File: config.mk
export PLATFORM = sky130hd
export DESIGN_NAME = usb_rx_packet_ctrl_flat
export DESIGN_NICKNAME = d
export VERILOG_FILES = /design/src/rtl/usb_rx_pkg.sv /design/src/rtl/usb_rx_packet_ctrl_if.sv /design/src/rtl/usb_se0_reset_timer.sv /design/src/rtl/usb_rx_packet_ctrl.sv /design/src/flat_wrapper.sv
export SDC_FILE = /design/constraint.sdc
export NUM_CORES = 1
export LEC_CHECK = 0
export BUFFER_PORTS_ARGS = -buffer_cell sky130_fd_sc_hd__buf_2
export CAP_MARGIN = 0
export CORE_MARGIN = 2
export CORE_UTILIZATION = 64
export DETAILED_ROUTE_END_ITERATION = 16
export HOLD_SLACK_MARGIN = 0.15
export PLACE_DENSITY_LB_ADDON = 0.25
export REMOVE_ABC_BUFFERS = 1
export SETUP_SLACK_MARGIN = 0.15
export SLEW_MARGIN = 0
export SYNTH_ARGS = -nofsm -noshare
export SYNTH_HDL_FRONTEND = slang
export SYNTH_SLANG_ARGS = --single-unit
File: constraint.sdc
create_clock -name clk -period 3.74 [get_ports clk]
set_input_delay 0.748 -clock clk [delete_from_list [all_inputs] [get_ports clk]]
set_output_delay 0.748 -clock clk [all_outputs]
set_load 0.05 [all_outputs]
File: src/rtl/usb_rx_pkg.sv
// rtl/usb_rx_pkg.sv - shared types, constants and PID helper for the USB receive path
package usb_rx_pkg;

   typedef enum logic [1:0] {
      IDLE  = 2'd0,
      SYNC  = 2'd1,
      DATA  = 2'd2,
      ERROR = 2'd3
   } rx_state_e;

   typedef enum logic [2:0] {
      ERR_NONE     = 3'd0,
      ERR_STUFF    = 3'd1,
      ERR_ALIGN    = 3'd2,
      ERR_OVERFLOW = 3'd3,
      ERR_TIMEOUT  = 3'd4,
      ERR_PID      = 3'd5
   } rx_err_e;

   // SYNC as it arrives LSB-first: a run of zeros closed by a single one.
   localparam logic [7:0] SYNC_PATTERN = 8'h80;

   localparam int RX_SYNC_MIN_ZEROS = 5;
   localparam int RX_MAX_BYTES      = 1027;
   localparam int RX_BIT_TIMEOUT    = 96;
   localparam int RX_RESET_CLKS     = 120;

   // A PID byte carries its own check nibble: the upper nibble is the complement of the lower.
   function automatic logic pid_ok(input logic [7:0] pid);
      return pid[3:0] == ~pid[7:4];
   endfunction

endpackage

File: src/rtl/usb_rx_packet_ctrl_if.sv
// rtl/usb_rx_packet_ctrl_if.sv - bit-level input and byte/status output bundle of the receive sequencer
interface usb_rx_packet_ctrl_if;

   logic       rx_bit;
   logic       rx_bit_valid;
   logic       rx_stuff_err;
   logic       rx_se0;
   logic       rx_eop;
   logic [7:0] rx_data;
   logic       rx_data_valid;
   logic       rx_sop;
   logic       rx_pkt_end;
   logic       rx_err;
   logic [2:0] rx_err_code;
   logic       rx_active;
   logic       bus_reset;

   // Line side: the decoder front end feeding bits and consuming packet status.
   modport master (
      output rx_bit, rx_bit_valid, rx_stuff_err, rx_se0, rx_eop,
      input  rx_data, rx_data_valid, rx_sop, rx_pkt_end, rx_err, rx_err_code, rx_active, bus_reset
   );

   // Sequencer side.
   modport slave (
      input  rx_bit, rx_bit_valid, rx_stuff_err, rx_se0, rx_eop,
      output rx_data, rx_data_valid, rx_sop, rx_pkt_end, rx_err, rx_err_code, rx_active, bus_reset
   );

endinterface

File: src/rtl/usb_se0_reset_timer.sv
// rtl/usb_se0_reset_timer.sv - bus reset detection from a sustained SE0 level
module usb_se0_reset_timer #(
   parameter int RESET_CLKS = 120
) (
   input  logic clk,
   input  logic rst_n,
   input  logic rx_se0,
   output logic bus_reset
);

   localparam int               CNT_W   = $clog2(RESET_CLKS + 1);
   localparam logic [CNT_W-1:0] CNT_MAX = CNT_W'(RESET_CLKS);

   logic [CNT_W-1:0] se0_cnt;

   // Count consecutive SE0 cycles, holding at the threshold; any non-SE0 cycle restarts the count.
   always_ff @(posedge clk or negedge rst_n) begin
      if (!rst_n) begin
         se0_cnt <= '0;
      end else if (!rx_se0) begin
         se0_cnt <= '0;
      end else if (se0_cnt != CNT_MAX) begin
         se0_cnt <= se0_cnt + 1'b1;
      end
   end

   assign bus_reset = (se0_cnt == CNT_MAX);

endmodule

File: src/rtl/usb_rx_packet_ctrl.sv
// rtl/usb_rx_packet_ctrl.sv - USB receive packet sequencer (SYNC hunt, byte framing, close, errors); PID check under RX_PID_CHECK_EN
module usb_rx_packet_ctrl
   import usb_rx_pkg::*;
#(
   parameter int SYNC_MIN_ZEROS = RX_SYNC_MIN_ZEROS,
   parameter int MAX_BYTES      = RX_MAX_BYTES,
   parameter int BIT_TIMEOUT    = RX_BIT_TIMEOUT,
   parameter int RESET_CLKS     = RX_RESET_CLKS
) (
   input logic                 clk,
   input logic                 rst_n,
   usb_rx_packet_ctrl_if.slave rx
);

   localparam int                BYTE_W     = $clog2(MAX_BYTES + 1);
   localparam int                IDLE_W     = $clog2(BIT_TIMEOUT + 1);
   localparam logic [BYTE_W-1:0] BYTE_LIMIT = BYTE_W'(MAX_BYTES);
   localparam logic [IDLE_W-1:0] IDLE_LIMIT = IDLE_W'(BIT_TIMEOUT);
   localparam logic [2:0]        ZERO_MIN   = 3'(SYNC_MIN_ZEROS);

   rx_state_e         state;
   logic [2:0]        zero_cnt;
   logic [2:0]        bit_cnt;
   logic [7:0]        shift_q;
   logic [BYTE_W-1:0] byte_cnt;
   logic [IDLE_W-1:0] idle_cnt;
   logic              eop_pend;
   logic              bus_reset;

   logic [7:0]        data_q;
   logic              data_valid_q;
   logic              sop_q;
   logic              pkt_end_q;
   logic              err_q;
   logic              active_q;
   rx_err_e           err_code_q;

   logic [7:0]        next_byte;
   logic              byte_done;
   logic              close_now;
   logic              pid_bad;
   rx_err_e           err_cause;

   usb_se0_reset_timer #(
      .RESET_CLKS (RESET_CLKS)
   ) u_se0_timer (
      .clk       (clk),
      .rst_n     (rst_n),
      .rx_se0    (rx.rx_se0),
      .bus_reset (bus_reset)
   );

   // Bits arrive LSB-first, so each new bit enters at the top and the byte shifts down.
   assign next_byte = {rx.rx_bit, shift_q[7:1]};
   assign byte_done = rx.rx_bit_valid && (bit_cnt == 3'd7);
   // An EOP that lands on the 8th bit is deferred one cycle so the byte goes out first.
   assign close_now = (rx.rx_eop || eop_pend) && !byte_done;

`ifdef RX_PID_CHECK_EN
   assign pid_bad = (byte_cnt == '0) && !pid_ok(next_byte);
`else
   assign pid_bad = 1'b0;
`endif

   // Error cause for this cycle while in DATA; stuff error outranks EOP, EOP outranks byte events.
   always_comb begin
      err_cause = ERR_NONE;
      if (state == DATA) begin
         if (rx.rx_stuff_err) begin
            err_cause = ERR_STUFF;
         end else if (!close_now) begin
            if (byte_done) begin
               if (byte_cnt == BYTE_LIMIT) begin
                  err_cause = ERR_OVERFLOW;
               end else if (pid_bad) begin
                  err_cause = ERR_PID;
               end
            end else if (!rx.rx_bit_valid && (idle_cnt == IDLE_LIMIT)) begin
               err_cause = ERR_TIMEOUT;
            end
         end
      end
   end

   // Bit-gap watchdog: runs only inside a packet and restarts on every received bit.
   always_ff @(posedge clk or negedge rst_n) begin
      if (!rst_n) begin
         idle_cnt <= '0;
      end else if ((state != DATA) || rx.rx_bit_valid) begin
         idle_cnt <= '0;
      end else if (idle_cnt != IDLE_LIMIT) begin
         idle_cnt <= idle_cnt + 1'b1;
      end
   end

   // Packet sequencer with registered strobes; bus reset overrides everything silently.
   always_ff @(posedge clk or negedge rst_n) begin
      if (!rst_n) begin
         state        <= IDLE;
         zero_cnt     <= '0;
         bit_cnt      <= '0;
         shift_q      <= '0;
         byte_cnt     <= '0;
         eop_pend     <= 1'b0;
         data_q       <= 8'h00;
         data_valid_q <= 1'b0;
         sop_q        <= 1'b0;
         pkt_end_q    <= 1'b0;
         err_q        <= 1'b0;
         active_q     <= 1'b0;
         err_code_q   <= ERR_NONE;
      end else begin
         data_valid_q <= 1'b0;
         sop_q        <= 1'b0;
         pkt_end_q    <= 1'b0;
         err_q        <= 1'b0;
         err_code_q   <= ERR_NONE;
         eop_pend     <= 1'b0;

         if (bus_reset) begin
            state    <= IDLE;
            active_q <= 1'b0;
            zero_cnt <= '0;
            bit_cnt  <= '0;
            byte_cnt <= '0;
         end else begin
            case (state)
               IDLE: begin
                  if (rx.rx_bit_valid && (rx.rx_bit == SYNC_PATTERN[0])) begin
                     state    <= SYNC;
                     zero_cnt <= 3'd1;
                  end
               end

               SYNC: begin
                  if (rx.rx_eop || rx.rx_stuff_err) begin
                     state <= IDLE;
                  end else if (rx.rx_bit_valid) begin
                     if (rx.rx_bit == SYNC_PATTERN[0]) begin
                        if (zero_cnt != 3'd7) begin
                           zero_cnt <= zero_cnt + 3'd1;
                        end
                     end else if ((rx.rx_bit == SYNC_PATTERN[7]) && (zero_cnt >= ZERO_MIN)) begin
                        state    <= DATA;
                        sop_q    <= 1'b1;
                        active_q <= 1'b1;
                        bit_cnt  <= '0;
                        byte_cnt <= '0;
                     end else begin
                        state <= IDLE;
                     end
                  end
               end

               DATA: begin
                  if (rx.rx_bit_valid && !rx.rx_stuff_err && !close_now) begin
                     shift_q <= next_byte;
                     bit_cnt <= bit_cnt + 3'd1;
                  end
                  if (byte_done && !rx.rx_stuff_err && (byte_cnt != BYTE_LIMIT)) begin
                     data_q       <= next_byte;
                     data_valid_q <= 1'b1;
                     byte_cnt     <= byte_cnt + 1'b1;
                  end
                  if ((err_cause != ERR_NONE) || byte_done) begin
                     eop_pend <= eop_pend || rx.rx_eop;
                  end
                  if (err_cause != ERR_NONE) begin
                     state      <= ERROR;
                     pkt_end_q  <= 1'b1;
                     err_q      <= 1'b1;
                     err_code_q <= err_cause;
                     active_q   <= 1'b0;
                  end else if (close_now) begin
                     state     <= IDLE;
                     pkt_end_q <= 1'b1;
                     active_q  <= 1'b0;
                     if ((bit_cnt != 3'd0) || (byte_cnt == '0)) begin
                        err_q      <= 1'b1;
                        err_code_q <= ERR_ALIGN;
                     end
                  end
               end

               ERROR: begin
                  if (rx.rx_eop || eop_pend) begin
                     state <= IDLE;
                  end
               end

               default: state <= IDLE;
            endcase
         end
      end
   end

   assign rx.rx_data       = data_q;
   assign rx.rx_data_valid = data_valid_q;
   assign rx.rx_sop        = sop_q;
   assign rx.rx_pkt_end    = pkt_end_q;
   assign rx.rx_err        = err_q;
   assign rx.rx_err_code   = err_code_q;
   assign rx.rx_active     = active_q;
   assign rx.bus_reset     = bus_reset;

endmodule

File: src/flat_wrapper.sv
// flat-port wrapper written by rule: the top's interface ports become plain ports
module usb_rx_packet_ctrl_flat import usb_rx_pkg::*;
#(
   parameter int SYNC_MIN_ZEROS = RX_SYNC_MIN_ZEROS,
   parameter int MAX_BYTES      = RX_MAX_BYTES,
   parameter int BIT_TIMEOUT    = RX_BIT_TIMEOUT,
   parameter int RESET_CLKS     = RX_RESET_CLKS
)
  (clk, rst_n, rx_rx_bit, rx_rx_bit_valid, rx_rx_stuff_err, rx_rx_se0, rx_rx_eop, rx_rx_data, rx_rx_data_valid, rx_rx_sop, rx_rx_pkt_end, rx_rx_err, rx_rx_err_code, rx_rx_active, rx_bus_reset);
  usb_rx_packet_ctrl_if rx_i ();
  input logic clk;
  input logic rst_n;
  input wire logic [$bits(rx_i.rx_bit)-1:0] rx_rx_bit;
  input wire logic [$bits(rx_i.rx_bit_valid)-1:0] rx_rx_bit_valid;
  input wire logic [$bits(rx_i.rx_stuff_err)-1:0] rx_rx_stuff_err;
  input wire logic [$bits(rx_i.rx_se0)-1:0] rx_rx_se0;
  input wire logic [$bits(rx_i.rx_eop)-1:0] rx_rx_eop;
  output wire logic [$bits(rx_i.rx_data)-1:0] rx_rx_data;
  output wire logic [$bits(rx_i.rx_data_valid)-1:0] rx_rx_data_valid;
  output wire logic [$bits(rx_i.rx_sop)-1:0] rx_rx_sop;
  output wire logic [$bits(rx_i.rx_pkt_end)-1:0] rx_rx_pkt_end;
  output wire logic [$bits(rx_i.rx_err)-1:0] rx_rx_err;
  output wire logic [$bits(rx_i.rx_err_code)-1:0] rx_rx_err_code;
  output wire logic [$bits(rx_i.rx_active)-1:0] rx_rx_active;
  output wire logic [$bits(rx_i.bus_reset)-1:0] rx_bus_reset;
  assign rx_i.rx_bit = rx_rx_bit;
  assign rx_i.rx_bit_valid = rx_rx_bit_valid;
  assign rx_i.rx_stuff_err = rx_rx_stuff_err;
  assign rx_i.rx_se0 = rx_rx_se0;
  assign rx_i.rx_eop = rx_rx_eop;
  assign rx_rx_data = rx_i.rx_data;
  assign rx_rx_data_valid = rx_i.rx_data_valid;
  assign rx_rx_sop = rx_i.rx_sop;
  assign rx_rx_pkt_end = rx_i.rx_pkt_end;
  assign rx_rx_err = rx_i.rx_err;
  assign rx_rx_err_code = rx_i.rx_err_code;
  assign rx_rx_active = rx_i.rx_active;
  assign rx_bus_reset = rx_i.bus_reset;
  usb_rx_packet_ctrl #(.SYNC_MIN_ZEROS(SYNC_MIN_ZEROS), .MAX_BYTES(MAX_BYTES), .BIT_TIMEOUT(BIT_TIMEOUT), .RESET_CLKS(RESET_CLKS)) u_core (.clk(clk), .rst_n(rst_n), .rx(rx_i));
endmodule
# Yosys cells after proc, flatten, opt, wreduce, memory -nomap -nowiden
# Index checks and enable logic that the tools add are counted.
# totals
regBits	58
in_bits	7
output_inout_bits	17
word_cells	156
# classes
add_sub_neg	5
n_lt_le_gt_ge	1
n_eq_ne	26
mux	75
bitwise	2
n_reduce_logical	32
# ops
op	count
$mux 11	6
$mux 3	21
$mux 1	28
$mux 7	4
$reduce_and 6->1	4
$mux 2	11
$pmux 11 s2	1
$ne 3x3->1 const B	7
$add 7x1->7 const B	2
$eq 7x7->1 const B	2
$ne 7x7->1 const B	2
$ne 3x2->1 const B	4
$ne 4x3->1 const B	3
$pmux 3 s2	2
$reduce_bool 3->1	4
$add 11x1->11 const B	1
$eq 11x11->1 const B	1
$logic_not 11->1	1
$ne 11x11->1 const B	1
$logic_and 1x1->1	9
$pmux 2 s4	1
$add 3x1->3 const B	2
$reduce_and 3->1	2
$logic_or 1x1->1	5
other kinds (12)	17

# Longest topological paths before layout
# logic_depth
depth_word	12
ltp_mapped	8
mapped_depth_nobuf	7

# Hierarchy
# A second synthesis with hierarchy kept.
# hier_totals
hier_cells	282
hier_area_um2	3039.2
# modules_own_cells
mod	instances	cells_per_inst	area_per_inst_um2	seq_area_each_um2
usb_rx_packet_ctrl	1	244	2662.6	1251.2
usb_se0_reset_timer	1	38	376.6	175.2

# Worst setup path before layout
# No wires, ideal clock.
# synth_path
path_type	register -> output
startpoint	register u_core.u_se0_timer.se0_cnt[0]
endpoint	output port rx_bus_reset
arrival_time_ns	1.457
setup_slack_ns	1.535
path_stages_with_launch	7
path_buffers	1
cell_sequence	dfrtp_1 > inv_1 > ha_1 > nand4b_2 > or2_2 > clkbuf_1 > inv_2
# synth_via
elab_chain_len	1
# synth_rtl
element	line	rtl
start: declaration	usb_se0_reset_timer.sv:14	logic [CNT_W-1:0] se0_cnt;
start signal: assignment	usb_se0_reset_timer.sv:23	se0_cnt <= se0_cnt + 1'b1;
$eq 7x7->1	usb_se0_reset_timer.sv:27	assign bus_reset = (se0_cnt == CNT_MAX);
end: declaration	flat_wrapper.sv:25	output wire logic [$bits(rx_i.bus_reset)-1:0] rx_bus_reset;
# Every way passes these cells.

# Worst setup path after layout
# Same ends and word-level chain as after synthesis.

==> impl_metrics.yaml <==
routing:
  via_count: 2246
  routed_length_per_instance_um: 15.89
  drt.antenna.violating_nets: 0
  remaining_drc_errors: 0
  drt_wl_total_um: 5880
  dr.pass1.iters: 4
  drt-initial-drc-count: 126
  detail_route.vias_per_cell: 6.070
floorplan:
  design.core.area_sq_um: 4444
  fp.dieArea_sq_um: 5283
  rows: 24
  io-pin-count: 24
  effective_utilization_at_floorplan_pct: 67.93
  die_width_um: 72.69
  die_h_um: 72.69
placed_design:
  detailedPlace.worstSlack_ns: 1.292
  place_hpwl_um: 4272
  gpl.final_weighted_congestion: 0.8957
  io_buffer_count: 23
clocking:
  total_cts_buffers: 9
  htreeDepth: 3
  cts.sinks: 57
  cts.repair_timing.setup_buffer_count: 0
  worst_skew_pair.late_latency_ns: 0.34
  clockRootBuffer: "sky130_fd_sc_hd__clkbuf_8"
  post_cts_hold_buffer_count: 0
  post_cts_resized: 0
  cts.path.max_buffers: 2
  tritoncts_clock_tree: "yes"
  clk_pin_slew_worst_paths_ns: 0.07
logic_synthesis:
  synth_edf_count: 0
  synthesis.yosys.warnings: 0
  synth_area_sq_um: 3019
  synth_ff_type: "sky130_fd_sc_hd__dfrtp_1"
  async_reset_ff_share_pct: 100.0
  syn-mean-instance-area_sq_um: 10.59
  synth.yosys.seq_area_share_pct: 47.24
  ys_seq_elements: 57
  synthCells: 285
  post_synthesis_cell_type_count: 59
final_layout:
  fillerInstances: 307
  insertedDiodeCount: 0
  final_layout_size_suffix_gt1_share_pct: 20.75
  areaGrowthSynthToFinish_pct: 12.06
  multi_input_area_sq_um: 1485
  area.sequential_sq_um: 1426
  finish.net_count: 336
worst_setup_path:
  timing.critical_path.from_type: "register"
  path_max_fanout: 10
  critPathCaptureType: "output pin"
  timing.critical_path.cells: "inv_1 -> ha_1 -> nand4b_2 -> or2_2 -> inv_2 -> buf_2"
  cp_slowest_stage_delay_ns: 0.43
  worst-setup-path-type: "register to output pin"
  reg2regPathDepth: 7
  required_ns: 2.99
  critical-path-slowest-cell: "sky130_fd_sc_hd__dfrtp_1"
  worstPathArrival_ns: 2.07
timing:
  grt_setup_unrepaired: "false"
  timing_worst_slew_pin_value_ns: 0.8249
  finClkSkew_ns: 0.01216
  setup_viol: 0
  timing.slew.headroom_pct: 45.01
  maxClockFrequency_mhz: 355.3
  finalWorstSetupSlack_ns: 0.9257
  drv_slew: 0
  finalCritPeriodShare_pct: 75.25
  timing_hold_violations_final: 0
  setup-tns-final_ns: 0
  min_period_ns: 2.814
worst_hold_path:
  hold_class: "register to register"
  holdPathStages: 1
power_and_ir_drop:
  power_density_nw_per_um2: 451.1
  irDropWorstVdd_v: 0.0003319
  power.static_leakage_nw: 1.645
grt:
  gr-usage-all-layers_pct: 26.27
  grt_overflow: 0
  grt_max_degree: 39
  wire_length_of_the_first_global_routing_pass_um: 10490
  grt_antenna_before_repair: 0
  via_count_of_the_first_global_routing_pass: 2235
flow_run:
  timing.max_cap.violations: 0
outcome:
  status: "completed"
-- state kept, by name, indices dropped and copies added (netlist names) --
register / count
u_core.rx.rx_err_code: 3
u_core.zero_cnt: 3
u_core.rx.rx_data_valid: 1
u_core.bit_cnt: 3
u_core.u_se0_timer.se0_cnt: 7
u_core.state: 2
u_core.rx.rx_pkt_end: 1
u_core.rx.rx_err: 1
u_core.rx.rx_data: 8
u_core.rx.rx_active: 1
u_core.shift_q: 7
u_core.byte_cnt: 11
u_core.eop_pend: 1
u_core.rx.rx_sop: 1
u_core.idle_cnt: 7
-- final timing paths --
check,start,end,slack (ns)
worst max-delay path,u_core.u_se0_timer.se0_cnt[0],rx_bus_reset,0.93
worst min-delay path,u_core.rx.rx_data[3],u_core.rx.rx_data[3],0.49
worst max register to register,u_core.u_se0_timer.se0_cnt[0],u_core.byte_cnt[8],1.51
worst min register to register,u_core.rx.rx_data[3],u_core.rx.rx_data[3],0.49
max in group asynchronous,rst_n,u_core.idle_cnt[0],2.48
min in group asynchronous,rst_n,u_core.rx.rx_data[0],0.50
-- critical path, delay by kind of cell (launching register included) --
kind	cells	cell delay, ns
buffers and inverters	3	0.59
AND/OR/NAND/NOR	2	0.53
flip-flops	1	0.43
adder cells (fa/ha/maj)	1	0.16
-- layer usage --
layer  track usage, %  vias to the layer above  share of wire [%]
met3            5.249                       11                4.5
met5                0                        -                  0
met4            14.40                        0                2.1
li1                 -                     1085                  -
met2            39.60                       58                 47
met1            35.89                     1092                 47
-- final cells by class --
| type | count | area share (%) |
|---|---|---|
| clock buffer | 11 | 4.475 |
| tap | 52 | 1.923 |
| sequential | 57 | 42.16 |
| inverter | 21 | 2.330 |
| clock inverter | 5 | 1.590 |
| timing repair buffer | 24 | 3.624 |
| multi-input combinational | 200 | 43.90 |
-- report_power, final --
group / internal, mW / switching [mW]
Clock: 0.341 / 0.238
Sequential: 0.643 / 0.0273
Combinational: 0.0869 / 0.190
-- cells in the final DEF (no fill, tap or decap), types with 4 or more instances in the layout --
| cell | netlist | final |
|---|---|---|
| sky130_fd_sc_hd__dfrtp_1 | 57 | 57 |
| sky130_fd_sc_hd__nand2_1 | 23 | 23 |
| sky130_fd_sc_hd__buf_2 | 2 | 23 |
| sky130_fd_sc_hd__nor2_1 | 20 | 20 |
| sky130_fd_sc_hd__inv_1 | 19 | 19 |
| sky130_fd_sc_hd__ha_1 | 16 | 16 |
| sky130_fd_sc_hd__nand3_1 | 14 | 14 |
| sky130_fd_sc_hd__a21oi_1 | 11 | 11 |
| sky130_fd_sc_hd__mux2_2 | 11 | 11 |
| sky130_fd_sc_hd__clkbuf_8 | 0 | 11 |
| sky130_fd_sc_hd__xnor2_1 | 8 | 8 |
| sky130_fd_sc_hd__and2_1 | 7 | 7 |
| sky130_fd_sc_hd__and3_1 | 6 | 6 |
| sky130_fd_sc_hd__o21ai_0 | 6 | 6 |
| sky130_fd_sc_hd__nand4_1 | 5 | 5 |
| sky130_fd_sc_hd__mux2_1 | 5 | 5 |
| sky130_fd_sc_hd__o31ai_1 | 4 | 4 |
-- synthesized netlist by cell type (3+ instances only) --
| cell | n | area share [%] |
|---|---|---|
| sky130_fd_sc_hd__dfrtp_1 | 57 | 47 |
| sky130_fd_sc_hd__nand2_1 | 23 | 2.9 |
| sky130_fd_sc_hd__nor2_1 | 20 | 2.5 |
| sky130_fd_sc_hd__inv_1 | 19 | 2.4 |
| sky130_fd_sc_hd__ha_1 | 16 | 6.6 |
| sky130_fd_sc_hd__nand3_1 | 14 | 2.3 |
| sky130_fd_sc_hd__a21oi_1 | 11 | 1.8 |
| sky130_fd_sc_hd__mux2_2 | 11 | 4.1 |
| sky130_fd_sc_hd__xnor2_1 | 8 | 2.3 |
| sky130_fd_sc_hd__and2_1 | 7 | 1.5 |
| sky130_fd_sc_hd__and3_1 | 6 | 1.2 |
| sky130_fd_sc_hd__o21ai_0 | 6 | 0.99 |
| sky130_fd_sc_hd__clkbuf_1 | 5 | 0.62 |
| sky130_fd_sc_hd__mux2_1 | 5 | 1.9 |
| sky130_fd_sc_hd__nand4_1 | 5 | 1.0 |
| sky130_fd_sc_hd__o31ai_1 | 4 | 0.99 |
| sky130_fd_sc_hd__a22o_1 | 3 | 0.87 |
| sky130_fd_sc_hd__a31oi_1 | 3 | 0.62 |
| sky130_fd_sc_hd__nand2b_1 | 3 | 0.62 |
| sky130_fd_sc_hd__nor3_1 | 3 | 0.50 |
| sky130_fd_sc_hd__o21a_1 | 3 | 0.75 |
| sky130_fd_sc_hd__o32ai_1 | 3 | 0.87 |
| sky130_fd_sc_hd__or4_1 | 3 | 0.75 |
| sky130_fd_sc_hd__xor2_1 | 3 | 0.87 |
-- cell families after synthesis --
logic type | after synthesis | share of synthesized area [%]
xor+xnor | 11 | 3.191
buf+inv | 28 | 3.564
fa+ha+maj | 16 | 6.631
simple gates | 102 | 19.85
compound gates | 53 | 12.89
mux | 18 | 6.631
flops | 57 | 47.24
-- through the flow --
step	power, mW	utilization (%)	instance area, sq um	cells	hold slack, ns
2_1_floorplan	0.8742	-	2990	278	0.4524
3_3_place_gp	0.9462	71.51	3178	354	0.4704
3_5_place_dp	0.9544	71.51	3178	354	0.4799
4_1_cts	1.535	76.13	3383	370	0.4964
5_1_grt	1.605	76.13	3383	370	0.5131
6_report	1.526	76.13	3383	370	0.4905
Power figures use the tool's default switching activity.
